--- config.mk ---
export PLATFORM = sky130hd
export DESIGN_NAME = sfx_scheduler
export DESIGN_NICKNAME = d
export VERILOG_FILES = /design/src/rtl/sfx_scheduler.sv
export SDC_FILE = /design/constraint.sdc
export NUM_CORES = 1
export LEC_CHECK = 0
export ABC_AREA = 1
export ABC_CLOCK_PERIOD_IN_PS = 5200
export BUFFER_PORTS_ARGS = -buffer_cell sky130_fd_sc_hd__buf_4
export CAP_MARGIN = 10
export CORE_MARGIN = 1
export CORE_UTILIZATION = 67
export DETAILED_ROUTE_END_ITERATION = 8
export GPL_TIMING_DRIVEN = 0
export PLACE_DENSITY = 0.86
export SLEW_MARGIN = 10
export SYNTH_ARGS = -nofsm -noshare
export SYNTH_HDL_FRONTEND = slang
export SYNTH_SLANG_ARGS = --single-unit
--- constraint.sdc ---
create_clock -name CLK -period 5.2 [get_ports CLK]
set_input_delay 0.78 -clock CLK [delete_from_list [all_inputs] [get_ports CLK]]
set_output_delay 0.78 -clock CLK [all_outputs]
set_load 0.01 [all_outputs]
--- src/rtl/sfx_scheduler.sv ---
// Sound-effect scheduler: plays short square-wave tone bursts for game events,
// arbitrating overlapping requests by fixed priority (LOSE > BLOCK > PADDLE > WALL).
// Lower-priority requests queue as one pending bit per effect.
`timescale 1ns/1ps
module sfx_scheduler #(
  parameter int TICK_CYCLES = 40000
) (
  input  logic        CLK,
  input  logic        RESET_N,
  input  logic [3:0]  REQ,
  output logic        SFX_AUDIO,
  output logic        BUSY,
  output logic [1:0]  ACTIVE_ID,
  output logic [16:0] TONE_HALF
);

  localparam int PW = (TICK_CYCLES > 1) ? $clog2(TICK_CYCLES) : 1;
  localparam logic [PW-1:0] TICK_LAST = PW'(TICK_CYCLES - 1);

  typedef enum logic [1:0] {
    IDLE = 2'd0,
    LOAD = 2'd1,
    PLAY = 2'd2
  } state_t;

  state_t        state;
  logic [1:0]    active_id;
  logic [1:0]    note_idx;
  logic [3:0]    pending;
  logic [16:0]   tone_half;
  logic [6:0]    dur;
  logic [16:0]   tone_cnt;
  logic [PW-1:0] presc;
  logic [6:0]    tick_cnt;
  logic          tone_reg;

  logic [3:0]    pnd_all;
  logic [1:0]    req_top;
  logic [1:0]    pnd_top;
  logic          takeover;
  logic [23:0]   rom;
  logic          tick_wrap;
  logic          note_end;
  logic          tone_wrap;

  // Note ROM: {duration ticks, half-period cycles} for each effect/note.
  function automatic logic [23:0] note_rom(input logic [1:0] id, input logic [1:0] idx);
    logic [16:0] half;
    logic [6:0]  d;
    half = 17'd0;
    d    = 7'd0;
    case (id)
      2'd0: begin half = 17'd22727; d = 7'd20; end
      2'd1: begin half = 17'd45455; d = 7'd30; end
      2'd2: begin
        d    = 7'd15;
        half = (idx == 2'd0) ? 17'd15163 : 17'd11364;
      end
      default: begin
        d = 7'd100;
        case (idx)
          2'd0:    half = 17'd51020;
          2'd1:    half = 17'd60606;
          2'd2:    half = 17'd76336;
          default: half = 17'd102041;
        endcase
      end
    endcase
    return {d, half};
  endfunction

  // Index of the final note of each effect.
  function automatic logic [1:0] last_idx(input logic [1:0] id);
    case (id)
      2'd2:    return 2'd1;
      2'd3:    return 2'd3;
      default: return 2'd0;
    endcase
  endfunction

  // Highest-priority set bit (bit 3 wins); 0 when nothing is set.
  function automatic logic [1:0] top_bit(input logic [3:0] v);
    if (v[3])      return 2'd3;
    else if (v[2]) return 2'd2;
    else if (v[1]) return 2'd1;
    else           return 2'd0;
  endfunction

  function automatic logic [3:0] onehot(input logic [1:0] id);
    return 4'b0001 << id;
  endfunction

  // Arbitration and note-timing decode for the current cycle.
  always_comb begin
    pnd_all   = pending | REQ;
    req_top   = top_bit(REQ);
    pnd_top   = top_bit(pnd_all);
    takeover  = (state != IDLE) && (REQ != 4'd0) && (req_top >= active_id);
    rom       = note_rom(active_id, note_idx);
    tick_wrap = (presc == TICK_LAST);
    note_end  = tick_wrap && ((tick_cnt + 7'd1) == dur);
    tone_wrap = (tone_cnt == (tone_half - 17'd1));
  end

  // Scheduler state machine: arbitration, note loading and tone/tick timing.
  always_ff @(posedge CLK or negedge RESET_N) begin
    if (!RESET_N) begin
      state     <= IDLE;
      active_id <= 2'd0;
      note_idx  <= 2'd0;
      pending   <= 4'd0;
      tone_half <= 17'd0;
      dur       <= 7'd0;
      tone_cnt  <= 17'd0;
      presc     <= '0;
      tick_cnt  <= 7'd0;
      tone_reg  <= 1'b0;
    end else begin
      case (state)
        IDLE: begin
          if (pnd_all != 4'd0) begin
            active_id <= pnd_top;
            note_idx  <= 2'd0;
            pending   <= pnd_all & ~onehot(pnd_top);
            state     <= LOAD;
          end
        end
        LOAD, PLAY: begin
          if (takeover) begin
            // Equal or higher request preempts/restarts; the aborted effect is dropped.
            active_id <= req_top;
            note_idx  <= 2'd0;
            pending   <= pnd_all & ~onehot(req_top);
            state     <= LOAD;
          end else if (state == LOAD) begin
            pending   <= pnd_all;
            tone_half <= rom[16:0];
            dur       <= rom[23:17];
            tone_cnt  <= 17'd0;
            presc     <= '0;
            tick_cnt  <= 7'd0;
            tone_reg  <= 1'b1;
            state     <= PLAY;
          end else begin
            pending <= pnd_all;
            if (tone_wrap) begin
              tone_cnt <= 17'd0;
              tone_reg <= ~tone_reg;
            end else begin
              tone_cnt <= tone_cnt + 17'd1;
            end
            if (tick_wrap) begin
              presc    <= '0;
              tick_cnt <= tick_cnt + 7'd1;
            end else begin
              presc <= presc + 1'b1;
            end
            if (note_end) begin
              if (note_idx != last_idx(active_id)) begin
                note_idx <= note_idx + 2'd1;
                state    <= LOAD;
              end else if (pnd_all != 4'd0) begin
                active_id <= pnd_top;
                note_idx  <= 2'd0;
                pending   <= pnd_all & ~onehot(pnd_top);
                state     <= LOAD;
              end else begin
                state     <= IDLE;
                active_id <= 2'd0;
                note_idx  <= 2'd0;
                tone_half <= 17'd0;
                dur       <= 7'd0;
                tone_cnt  <= 17'd0;
                presc     <= '0;
                tick_cnt  <= 7'd0;
                tone_reg  <= 1'b0;
              end
            end
          end
        end
        default: state <= IDLE;
      endcase
    end
  end

  assign SFX_AUDIO = tone_reg & (state == PLAY);
  assign BUSY      = (state != IDLE);
  assign ACTIVE_ID = active_id;
  assign TONE_HALF = tone_half;

endmodule

* Word level (Yosys, flattened, before mapping)
Cells that the tools add are included. W data, S select, Z words.
Operators by class: add/subtract/negate cells 5, $lt $le $gt $ge 1, equal/unequal tests 18, shift-type cells 2, mux-type cells 70, bitwise gates (word level) 8, reductions and logical operators 18
Operators with widths (number):
- $mux W17 | 9
- $pmux W17 S3 | 2
- $mux W16 | 5
- $mux W7 | 9
- $mux W2 | 23
- $mux W4 | 6
- $pmux W7 S3 | 1
- $add A17 B1 Y17 const B | 1
- $eq A17 B17 Y1 | 1
- $sub A17 B1 Y17 const B | 1
- $add A16 B1 Y16 const B | 1
- $eq A16 B16 Y1 const B | 1
- $pmux W2 S2 | 4
- $mux W13 | 1
- $reduce_and A5 Y1 | 2
- $mux W1 | 9
- $ne A3 B3 Y1 const B | 3
- $and A4 B4 Y4 | 2
- $eq A2 B2 Y1 const B | 4
- $not A4 Y4 | 2
- $pmux W4 S2 | 1
- $reduce_bool A4 Y1 | 2
- $shl A1 B2 Y4 const A | 2
- $add A7 B1 Y7 const B | 1
- other kinds (17) | 29
Storage, ports and cells: bits in registers 75, input port bits 6, logic and storage cells 132

* Logic depth before layout (Yosys ltp)
Gate-level depths: netlist of run 1.
depth after elaboration 13, depth in mapped cells 16, mapped depth without buffers 15

* Worst setup path after synthesis of run 1
Ideal clock, no wire load.
path type input to register, start input port REQ[1], end register presc[15], data arrival time 2409 ps, data required time 5081 ps, path slack 2672 ps, cell stages on the path 15, path through inv_1 o21ai_0 inv_1 ha_1 o21ai_0 nand2_1 nand3_2 nand2_2 inv_1 buf_2 nand4_1 nor3_2 nand3_1 nand2_1 nor2_1
Between the ends: word-level cells in the longest chain between the ends 7, elaborated cells between the ends (all ways) 15, classes of those cells 1 x order compare; 7 x mux; 2 x bitwise; 5 x reduce/logical
Ends and longest elaborated chain:
- start: declaration | RTL line 10 | input logic [3:0] REQ,
- $mux W1 | RTL line 85 | else if (v[1]) return 2'd1;
- $mux W2 | RTL line 84 | else if (v[2]) return 2'd2;
- $mux W2 | RTL line 83 | if (v[3]) return 2'd3;
- $ge A2 B2 Y1 | RTL line 98 | takeover = (state != IDLE) && (REQ != 4'd0) && (req_top >= active_id);
- $logic_and A1 B1 Y1 | RTL line 98
- $not A1 Y1 (no source line)
- $reduce_and A2 Y1 (no source line)
- end signal: assignment | RTL line 156 | presc <= presc + 1'b1;
- end: declaration | RTL line 33 | logic [PW-1:0] presc;
Parallel ways exist; a longest one is shown, timed or not. A chain may end at the register's enable or synchronous reset.

* Final worst setup path of run 1
start input port REQ[2], end register tick_cnt[6]
Between the ends: word-level cells in the longest chain between the ends 6, elaborated cells between the ends (all ways) 14, classes of those cells 1 x order compare; 6 x mux; 2 x bitwise; 5 x reduce/logical
Ends and longest elaborated chain:
- $or A4 B4 Y4 / $mux W2 (equally long branches) | RTL line 95, 84
- $reduce_bool A4 Y1 / $mux W2 (equally long branches) | RTL line 162, 83
- $mux W7 / $ge A2 B2 Y1 (equally long branches) | RTL line 162, 98
- $mux W7 / $logic_and A1 B1 Y1 (equally long branches) | RTL line 159, 98
- $mux W7 / $not A1 Y1 (equally long branches)
- $mux W7 / $reduce_and A2 Y1 (equally long branches)
- end signal: assignment | RTL line 154 | tick_cnt <= tick_cnt + 7'd1;
- end: declaration | RTL line 34 | logic [6:0] tick_cnt;
Parallel ways exist; a longest one is shown, timed or not.

==> results.sh, run 1 <==
export IMPL_outcome="finished, final reports clean"
export IMPL_globalplace_congestion=0.987
export IMPL_die_y_um=91.4
export IMPL_required_ns=5.47
export IMPL_use_met2_pct=60.2
export IMPL_final_antenna_net_count=0
export IMPL_dr_first_iter_drc_count=412
export IMPL_async_flop_share_pct=100
export IMPL_rows=32
export IMPL_clock_sinks=73
export IMPL_cts_tree="done"
export IMPL_worstHoldStart="presc[5]$_DFFE_PN0P_"
export IMPL_crit_path_max_fanout=7
export IMPL_synthCells=752
export IMPL_grtUsageTotal_pct=35.2
export IMPL_seq_area_frac_synth_pct=34.1
export IMPL_post_cts_buffers=0
export IMPL_p_per_area_nw_per_um2=633
export IMPL_grt_pass1_vias=5062
export IMPL_wl_um=14100
export IMPL_postPlaceCellArea_um2=5670
export IMPL_ys_flop_type="dfrtp_1"
export IMPL_synth_seq_cells=73
export IMPL_reg2reg_to="tick_cnt[6]$_DFFE_PN0P_"
export IMPL_tightestPinTransition_ns=0.953
export IMPL_final_setup_viol_count=0
export IMPL_globalRouteMet3Util_pct=5.28
export IMPL_hold_slack_ns=0.505
export IMPL_grt_pass1_wl_um=23300
export IMPL_critPathKind="input port to flop"
export IMPL_final_core_util_pct=76.4
export IMPL_hold_viol=0
export IMPL_synth_area_um2=5350
export IMPL_cts_buffers=9
export IMPL_drt_vias_per_instance=5.91
export IMPL_htree_levels=3
export IMPL_syn_avg_cell_area_um2=7.11
export IMPL_finClkSkew_ns=0.00971
export IMPL_final_nets=817
export IMPL_r2r_slack_ns=2.52
export IMPL_die_area_um2=8350
export IMPL_fin_crit_ns=2.90
export IMPL_ctsRootBufferMaster="clkbuf_8"
export IMPL_start_kind="input port"
export IMPL_r2r_start="ACTIVE_ID[1]$_DFFE_PN0P_"
export IMPL_worstPathArrival_ns=3.17
export IMPL_r2r_cells=11
export IMPL_dpl_cell_count=880
export IMPL_hold_path_class="flop to flop"
export IMPL_maxSlewViolCount=0
export IMPL_io_pins=27
export IMPL_totalPowerFinal_mw=3.73
export IMPL_synth_cell_types=44
export IMPL_end_kind="flop"
export IMPL_coreArea_um2=7730
export IMPL_cap_violations=0
export IMPL_hold_path_end="presc[5]$_DFFE_PN0P_"
export IMPL_grt_setup_unrepaired="no"
export IMPL_final_setup_tns_ns=0
export IMPL_hold_path_cell_count=1
export IMPL_syn_nets=780
export IMPL_clkTransAtPathRegs_ns=0.08
export IMPL_grt_overflow=0
export IMPL_setup_ws_ns=2.30
export IMPL_peakVddDrop_uv=394
export IMPL_synth_edf_count=0
export IMPL_leakage_nw=2.86
export IMPL_start_util_pct=69.2
export IMPL_relSlewSlack_pct=36.5
export IMPL_final_cell_count_no_fill=896
export IMPL_detail_route_wl_per_cell_um=15.7
export IMPL_dpl_hpwl_um=10500
export IMPL_die_w_um=91.4
export IMPL_first_pass_iters=5
export IMPL_finalCritPeriodShare_pct=55.8
export IMPL_yosys_warnings=0
export IMPL_antenna_cells=0
export IMPL_portBuffers=26
export IMPL_ctsResizeCount=0
export IMPL_vias=5298
export IMPL_design_area_um2=5900
export IMPL_syn_to_final_growth_pct=10.3
export IMPL_postCtsHoldBufs=0
export IMPL_busiest_layer="met2"
export IMPL_use_met1_pct=43.9
export IMPL_drc=0
export IMPL_antenna_found_initial=0
export IMPL_grt_start_max_net_pins=74
export IMPL_pre_cts_ws_ns=2.00
export IMPL_clock_latency_ns=0.35
export IMPL_clockBufferDepth=2
export IMPL_drive_above_1_share_pct=11.7
export IMPL_fmax_ghz=0.345
worst max-delay path by stage:
stage	depth (start not counted)	from	endpoint	slack, ns
after floorplan	15	REQ[1]	presc[15]$_DFFE_PN0P_	2.67
after global placement	13	REQ[2]	tick_cnt[5]$_DFFE_PN0P_	2.04
after detailed placement	13	REQ[2]	tick_cnt[6]$_DFFE_PN0P_	2.00
after CTS	13	REQ[2]	tick_cnt[6]$_DFFE_PN0P_	2.34
after global routing	13	REQ[2]	tick_cnt[6]$_DFFE_PN0P_	2.06
final	13	REQ[2]	tick_cnt[6]$_DFFE_PN0P_	2.30
cells in the mapped netlist, types with 3 or more instances:
cell type / number / area, um^2
o211ai_1: 4 / 30.0
nand2_1: 185 / 694
dfrtp_1: 73 / 1830
nand2_2: 3 / 18.8
nand3b_1: 10 / 75.1
xor2_1: 20 / 175
nor2_1: 80 / 300
nand4_1: 24 / 150
o21ai_0: 55 / 275
nor3_1: 15 / 75.1
a31oi_1: 3 / 18.8
xnor2_1: 11 / 96.3
clkbuf_1: 6 / 22.5
a21oi_1: 19 / 95.1
o21ai_2: 18 / 158
nor2_4: 3 / 33.8
inv_1: 96 / 360
nand3_2: 4 / 40.0
ha_1: 22 / 275
nand3_1: 56 / 280
buf_2: 5 / 25.0
nor2_2: 6 / 37.5
buf_6: 5 / 56.3
critical path: stages:
cell and delay, ns:
buf_4 0.13, o21ai_0 0.22, inv_1 0.07, ha_1 0.26, o21ai_0 0.15, nand2_1 0.10
nand3_2 0.11, nand2_2 0.15, nor2_1 0.32, inv_1 0.22, a21oi_4 0.23, nand2_1 0.20
o21ai_0 0.23
layout make-up:
type                       instances  area [um^2]
inverter                          98          368
multi-input combinational        564         3050
buffer                            17          108
sequential                        73         1830
clock inverter                     6         90.1
timing repair buffer              26          195
clock buffer                      10          138
fill                             593         1830
tap                              102          128
logic make-up (layout without fill, tap and decap cells):
group	Yosys count	after routing	synth area share (%)
mux	1	1	0.187
fa+ha+maj	22	22	5.14
xor+xnor	31	31	5.07
simple gates	394	394	33.0
compound gates	116	116	13.5
buf+inv	115	157	8.89
flops	73	73	34.1
layout by cell type, fill, tap and decap left out, drive strengths merged, types with 2 or more instances in the layout:
master  instances
nand2         189
nor3           16
a31oi           3
dfrtp          73
a21oi          21
ha             22
nand3b         10
o31ai           2
o21bai          2
o211ai          4
nor4            2
nor3b           2
buf            37
clkbuf         16
inv            99
bufinv          2
nand3          60
o21ai          74
a221oi          2
xor2           20
nand4          24
nor2           89
xnor2          11
clkinv          2
a22oi           2
routing by layer:
| layer | vias to the layer above | part of all wire (%) |
|---|---|---|
| met4 | 0 | 3.5 |
| met1 | 2485 | 41 |
| met3 | 46 | 6.8 |
| li1 | 2531 | - |
| met2 | 236 | 49 |
| met5 | - | 0 |
report_power, final:
group / internal, mW / leakage (nW) / total (mW) / switching (mW)
Sequential: 0.744 / 0.974 / 0.989 / 0.245
Clock: 0.285 / 0.113 / 0.513 / 0.228
Combinational: 0.766 / 1.77 / 2.23 / 1.46
Power figures use the tool's default switching activity.
==> run 2: changes to the inputs <==
Settings changed: ABC_CLOCK_PERIOD_IN_PS 5200 to 2960, CORE_UTILIZATION 67 to 62, PLACE_DENSITY 0.86 to 0.81.
Clock period 5.2 ns to 2.96 ns, I/O delays scaled along.
==> run 2 against run 1 <==
  * Sequential power rose by 76%
  * Cell area fell by 0.91%
  * Sequential share of layout area rose by 0.28 points
  * Critical path depth fell by 2
  * Cell count rose by 0.33%
  * Worst hold slack got worse by 0.28 ns
  * Total power rose by 68%
  * Clock skew rose by 0.010 ns
  * Non-clock buffer count did not move
  * Register-to-register slack got worse by 2.3 ns
  * Critical path type is now flop to flop
  * Largest cell class unchanged
==> results.sh, run 2 (synthesis results as in run 1) <==
export IMPL_multi_input_area_um2=3050
export IMPL_hold_viol=0
export IMPL_worstPathArrival_ns=3.00
export IMPL_vias=5155
export IMPL_hold_path_class="input port to async pin"
export IMPL_dpl_cell_count=883
export IMPL_drc=0
export IMPL_globalplace_congestion=0.902
export IMPL_post_cts_buffers=0
export IMPL_required_ns=3.23
export IMPL_rows=33
export IMPL_die_area_um2=9010
export IMPL_end_kind="flop"
export IMPL_busiest_layer="met2"
export IMPL_grt_start_max_net_pins=74
export IMPL_grt_overflow=0
export IMPL_layout_commonest_cell="nand2_1"
export IMPL_start_util_pct=64.5
export IMPL_globalRouteMet3Util_pct=4.59
export IMPL_r2r_cells=11
export IMPL_critPathKind="flop to flop"
export IMPL_drt_vias_per_instance=5.73
export IMPL_design_area_um2=5850
export IMPL_syn_to_final_growth_pct=9.28
export IMPL_finalCritPeriodShare_pct=92.1
export IMPL_cts_tree="done"
export IMPL_antenna_found_initial=0
export IMPL_detail_route_wl_per_cell_um=14.8
export IMPL_r2r_start="ACTIVE_ID[1]$_DFFE_PN0P_"
export IMPL_setup_ws_ns=0.233
export IMPL_postCtsHoldBufs=0
export IMPL_peakVddDrop_uv=767
export IMPL_register_area_um2=1830
export IMPL_maxSlewViolCount=0
export IMPL_nFillCells=701
export IMPL_cts_buffers=9
export IMPL_final_nets=817
export IMPL_clkTransAtPathRegs_ns=0.08
export IMPL_final_cell_count_no_fill=899
export IMPL_dr_first_iter_drc_count=247
export IMPL_relSlewSlack_pct=36.4
export IMPL_die_w_um=94.9
export IMPL_ctsRootBufferMaster="clkbuf_8"
export IMPL_wl_um=13300
export IMPL_p_per_area_nw_per_um2=1070
export IMPL_htree_levels=3
export IMPL_io_pins=27
export IMPL_clockBufferDepth=2
export IMPL_drive_above_1_share_pct=11.6
export IMPL_antenna_cells=0
export IMPL_coreArea_um2=8300
export IMPL_postPlaceCellArea_um2=5680
export IMPL_crit_path_max_fanout=8
export IMPL_layout_common_cells="185 x nand2_1, 96 x inv_1, 80 x nor2_1, 73 x dfrtp_1, 56 x nand3_1"
export IMPL_final_setup_viol_count=0
export IMPL_fmax_ghz=0.367
export IMPL_start_kind="flop"
export IMPL_reg2reg_to="tick_cnt[5]$_DFFE_PN0P_"
export IMPL_pre_cts_ws_ns=-0.00155
export IMPL_grt_pass1_vias=4778
export IMPL_outcome="finished, final reports clean"
export IMPL_fin_crit_ns=2.73
export IMPL_portBuffers=26
export IMPL_grtUsageTotal_pct=31.7
export IMPL_cap_violations=0
export IMPL_clock_sinks=73
export IMPL_clock_latency_ns=0.36
export IMPL_finClkSkew_ns=0.0201
export IMPL_tightestPinTransition_ns=0.954
export IMPL_grt_setup_unrepaired="no"
export IMPL_use_met1_pct=38.4
export IMPL_ctsResizeCount=0
export IMPL_use_met2_pct=55.2
export IMPL_r2r_slack_ns=0.23
export IMPL_startpoint="ACTIVE_ID[1]$_DFFE_PN0P_"
export IMPL_final_antenna_net_count=0
export IMPL_first_pass_iters=5
export IMPL_dpl_hpwl_um=10200
export IMPL_die_y_um=94.9
export IMPL_leakage_nw=2.83
export IMPL_grt_pass1_wl_um=22000
[run 2: metrics by stage]
| stage | utilization (%) | setup TNS (ns) | power [mW] | hold slack (ns) |
|---|---|---|---|---|
| 6_report | 70.5 | 0 | 6.27 | 0.224 |
| 5_1_grt | 70.5 | 0 | 6.85 | 0.304 |
| 4_1_cts | 70.5 | 0 | 6.25 | 0.260 |
| 3_5_place_dp | 68.4 | -0.00155 | 5.52 | 0.481 |
| 3_3_place_gp | 68.4 | 0 | 5.40 | 0.476 |
| 2_1_floorplan | - | 0 | 4.47 | 0.148 |
[run 2: how the worst max path moves through the flow]
stage	endpoint	depth (start not counted)	slack, ns
finish	tick_cnt[5]$_DFFE_PN0P_	11	0.23
global route	tick_cnt[6]$_DFFE_PN0P_	11	0.003
CTS	tick_cnt[5]$_DFFE_PN0P_	11	0.28
detailed placement	tick_cnt[5]$_DFFE_PN0P_	13	-0.002
global placement	tick_cnt[2]$_DFFE_PN0P_	13	0.13
floorplan	presc[15]$_DFFE_PN0P_	15	0.77
[run 2: worst max-delay path, cell delays in order (launching register included)]
cell     delay [ns]
dfrtp_1        0.53
inv_1          0.15
ha_1           0.31
o21ai_0        0.08
nand2_1        0.10
nand3_2        0.11
nand2_2        0.15
nor2_1         0.37
inv_1          0.21
a21oi_4        0.24
nand2_1        0.17
o21ai_0        0.21
[run 2: final cells by class]
type	instances	area share (%)
flip-flops and latches	73	31.2
clock inverters	6	0.728
repair buffers	26	3.34
well taps	105	2.25
multi-input cells	564	52.1
inverters	98	6.29
clock buffers	10	2.18
plain buffers	17	1.84
[run 2: report_power, final]
group,switching [mW],internal [mW]
Clock,0.399,0.306
Combinational,2.48,1.35
Sequential,0.433,1.31
Total,3.31,2.96
[run 2: metal layers]
layer	wire, um	share of wire, %
met5	0	0
met4	467	3.5
met3	650	4.9
met2	6550	49
met1	5620	42
==> run 3: changes to the inputs <==
Settings changed: MAX_ROUTING_LAYER set to met4.
==> run 3 against run 2 <==
  * Combinational power barely moved
  * Non-clock buffer count unchanged
  * Maximum frequency up 5.8%
  * Die area is the same
  * Critical path depth stayed put
  * First-iteration DRC count up 2.0%
  * Register-to-register slack better by 0.15 ns
  * Highest routed layer unchanged
==> results.sh, run 3 (synthesis results as in run 1) <==
export IMPL_p_per_area_nw_per_um2=1080
export IMPL_clkTransAtPathRegs_ns=0.08
export IMPL_start_kind="flop"
export IMPL_tightestPinTransition_ns=0.952
export IMPL_r2r_cells=11
export IMPL_hold_viol=0
export IMPL_grt_setup_unrepaired="no"
export IMPL_postCtsHoldBufs=0
export IMPL_required_ns=3.23
export IMPL_cts_tree="done"
export IMPL_htree_levels=3
export IMPL_drt_vias_per_instance=5.73
export IMPL_grtUsageTotal_pct=32.8
export IMPL_relSlewSlack_pct=36.5
export IMPL_finalCritPeriodShare_pct=87.1
export IMPL_cp_cell_sequence="inv_1 -> ha_1 -> o21ai_0 -> nand2_1 -> nand3_2 -> nand2_2 -> nor2_1 -> inv_1 -> a21oi_4 -> nand2_1 -> o21ai_0"
export IMPL_dr_first_iter_drc_count=252
export IMPL_critPathKind="flop to flop"
export IMPL_maxSlewViolCount=0
export IMPL_grt_start_max_net_pins=74
export IMPL_fmax_ghz=0.388
export IMPL_crit_buf_inv=2
export IMPL_vias=5152
export IMPL_grt_overflow=0
export IMPL_critPathTopFamily="simple AND/OR/NAND/NOR gates"
export IMPL_final_cell_count_no_fill=899
export IMPL_clock_sinks=73
export IMPL_coreArea_um2=8300
export IMPL_r2r_slack_ns=0.38
export IMPL_finClkSkew_ns=0.0163
export IMPL_r2r_start="ACTIVE_ID[1]$_DFFE_PN0P_"
export IMPL_io_pins=27
export IMPL_hold_path_class="input port to async pin"
export IMPL_post_cts_buffers=0
export IMPL_grt_pass1_wl_um=22100
export IMPL_final_setup_tns_ns=0
export IMPL_totalPowerFinal_mw=6.36
export IMPL_drive_above_1_share_pct=11.6
export IMPL_layout_commonest_cell="nand2_1"
export IMPL_first_pass_iters=5
export IMPL_rows=33
export IMPL_grt_pass1_vias=4738
export IMPL_end_kind="flop"
export IMPL_die_y_um=94.9
export IMPL_final_nets=817
export IMPL_syn_to_final_growth_pct=9.75
export IMPL_final_antenna_net_count=0
export IMPL_worst_path_max_delay_cell="dfrtp_1"
export IMPL_outcome="finished, final reports clean"
export IMPL_layout_common_cells="185 x nand2_1, 96 x inv_1, 80 x nor2_1, 73 x dfrtp_1, 56 x nand3_1"
export IMPL_worst_path_largest_cell_delay_ns=0.51
export IMPL_hold_slack_ns=0.232
export IMPL_portBuffers=26
export IMPL_clockBufferDepth=2
export IMPL_antenna_cells=0
export IMPL_antenna_found_initial=0
export IMPL_fin_crit_ns=2.58
export IMPL_dpl_cell_count=883
export IMPL_detail_route_wl_per_cell_um=14.9
export IMPL_dpl_hpwl_um=10300
export IMPL_drc=0
export IMPL_cap_violations=0
export IMPL_crit_path_max_fanout=8
export IMPL_worstPathArrival_ns=2.85
export IMPL_globalplace_congestion=0.959
export IMPL_clock_latency_ns=0.37
export IMPL_wl_um=13400
export IMPL_start_util_pct=64.5
export IMPL_reg2reg_to="tick_cnt[5]$_DFFE_PN0P_"
export IMPL_peakVddDrop_uv=697
export IMPL_ctsRootBufferMaster="clkbuf_8"
export IMPL_die_w_um=94.9
export IMPL_final_setup_viol_count=0
export IMPL_cts_buffers=9
export IMPL_leakage_nw=2.84
export IMPL_die_area_um2=9010
export IMPL_ctsResizeCount=0
## run 3: cell types whose count changed in the layout (fill, tap and decap cells not counted), sizes merged
cell / before / now
clkinv: 3 / 2
bufinv: 0 / 1
## run 3: power by group
part / total [mW] / internal (mW) / switching [mW]
registers: 1.74 / 1.31 / 0.434
clock network: 0.793 / 0.392 / 0.401
logic: 3.83 / 1.35 / 2.48
## run 3: stage by stage
step                      cell area (um^2)  util, %  setup slack, ns
final                                 5870     70.8            0.381
after global routing                  5870     70.8            0.118
after CTS                             5870     70.8            0.361
after detailed placement              5680     68.4           0.0799
after global placement                5680     68.4            0.135
after floorplan                       5350        -            0.768
## run 3: worst max-delay path by stage
| stage | to | start | cells past startpoint | slack (ns) |
|---|---|---|---|---|
| 2_1_floorplan | presc[15]$_DFFE_PN0P_ | REQ[1] | 15 | 0.77 |
| 3_3_place_gp | tick_cnt[3]$_DFFE_PN0P_ | REQ[2] | 13 | 0.14 |
| 3_5_place_dp | tick_cnt[5]$_DFFE_PN0P_ | REQ[1] | 14 | 0.08 |
| 4_1_cts | tick_cnt[5]$_DFFE_PN0P_ | ACTIVE_ID[1]$_DFFE_PN0P_ | 11 | 0.36 |
| 5_1_grt | tick_cnt[5]$_DFFE_PN0P_ | ACTIVE_ID[1]$_DFFE_PN0P_ | 11 | 0.12 |
| 6_report | tick_cnt[5]$_DFFE_PN0P_ | ACTIVE_ID[1]$_DFFE_PN0P_ | 11 | 0.38 |
## run 3: final cells by class
type                            count  area (um^2)
Clock inverter                      6         67.6
Clock buffer                       10          128
Fill cell                         688         2430
Timing Repair Buffer               26          195
Inverter                           98          368
Buffer                             17          108
Multi-Input combinational cell    564         3050
Sequential cell                    73         1830
Tap cell                          105          131
## run 3: worst register-to-register path: stages (launching register included)
cell,delay [ns]
dfrtp_1,0.51
inv_1,0.15
ha_1,0.30
o21ai_0,0.07
nand2_1,0.10
nand3_2,0.11
nand2_2,0.15
nor2_1,0.32
inv_1,0.19
a21oi_4,0.22
nand2_1,0.17
o21ai_0,0.21
## run 3: per-layer routing
metal	wire [um]	vias up	GRT usage (%)
met5	0	-	-
met4	470	0	13.9
met3	598	31	4.43
met2	6610	147	55.5
met1	5720	2436	39.2
li1	-	2538	-
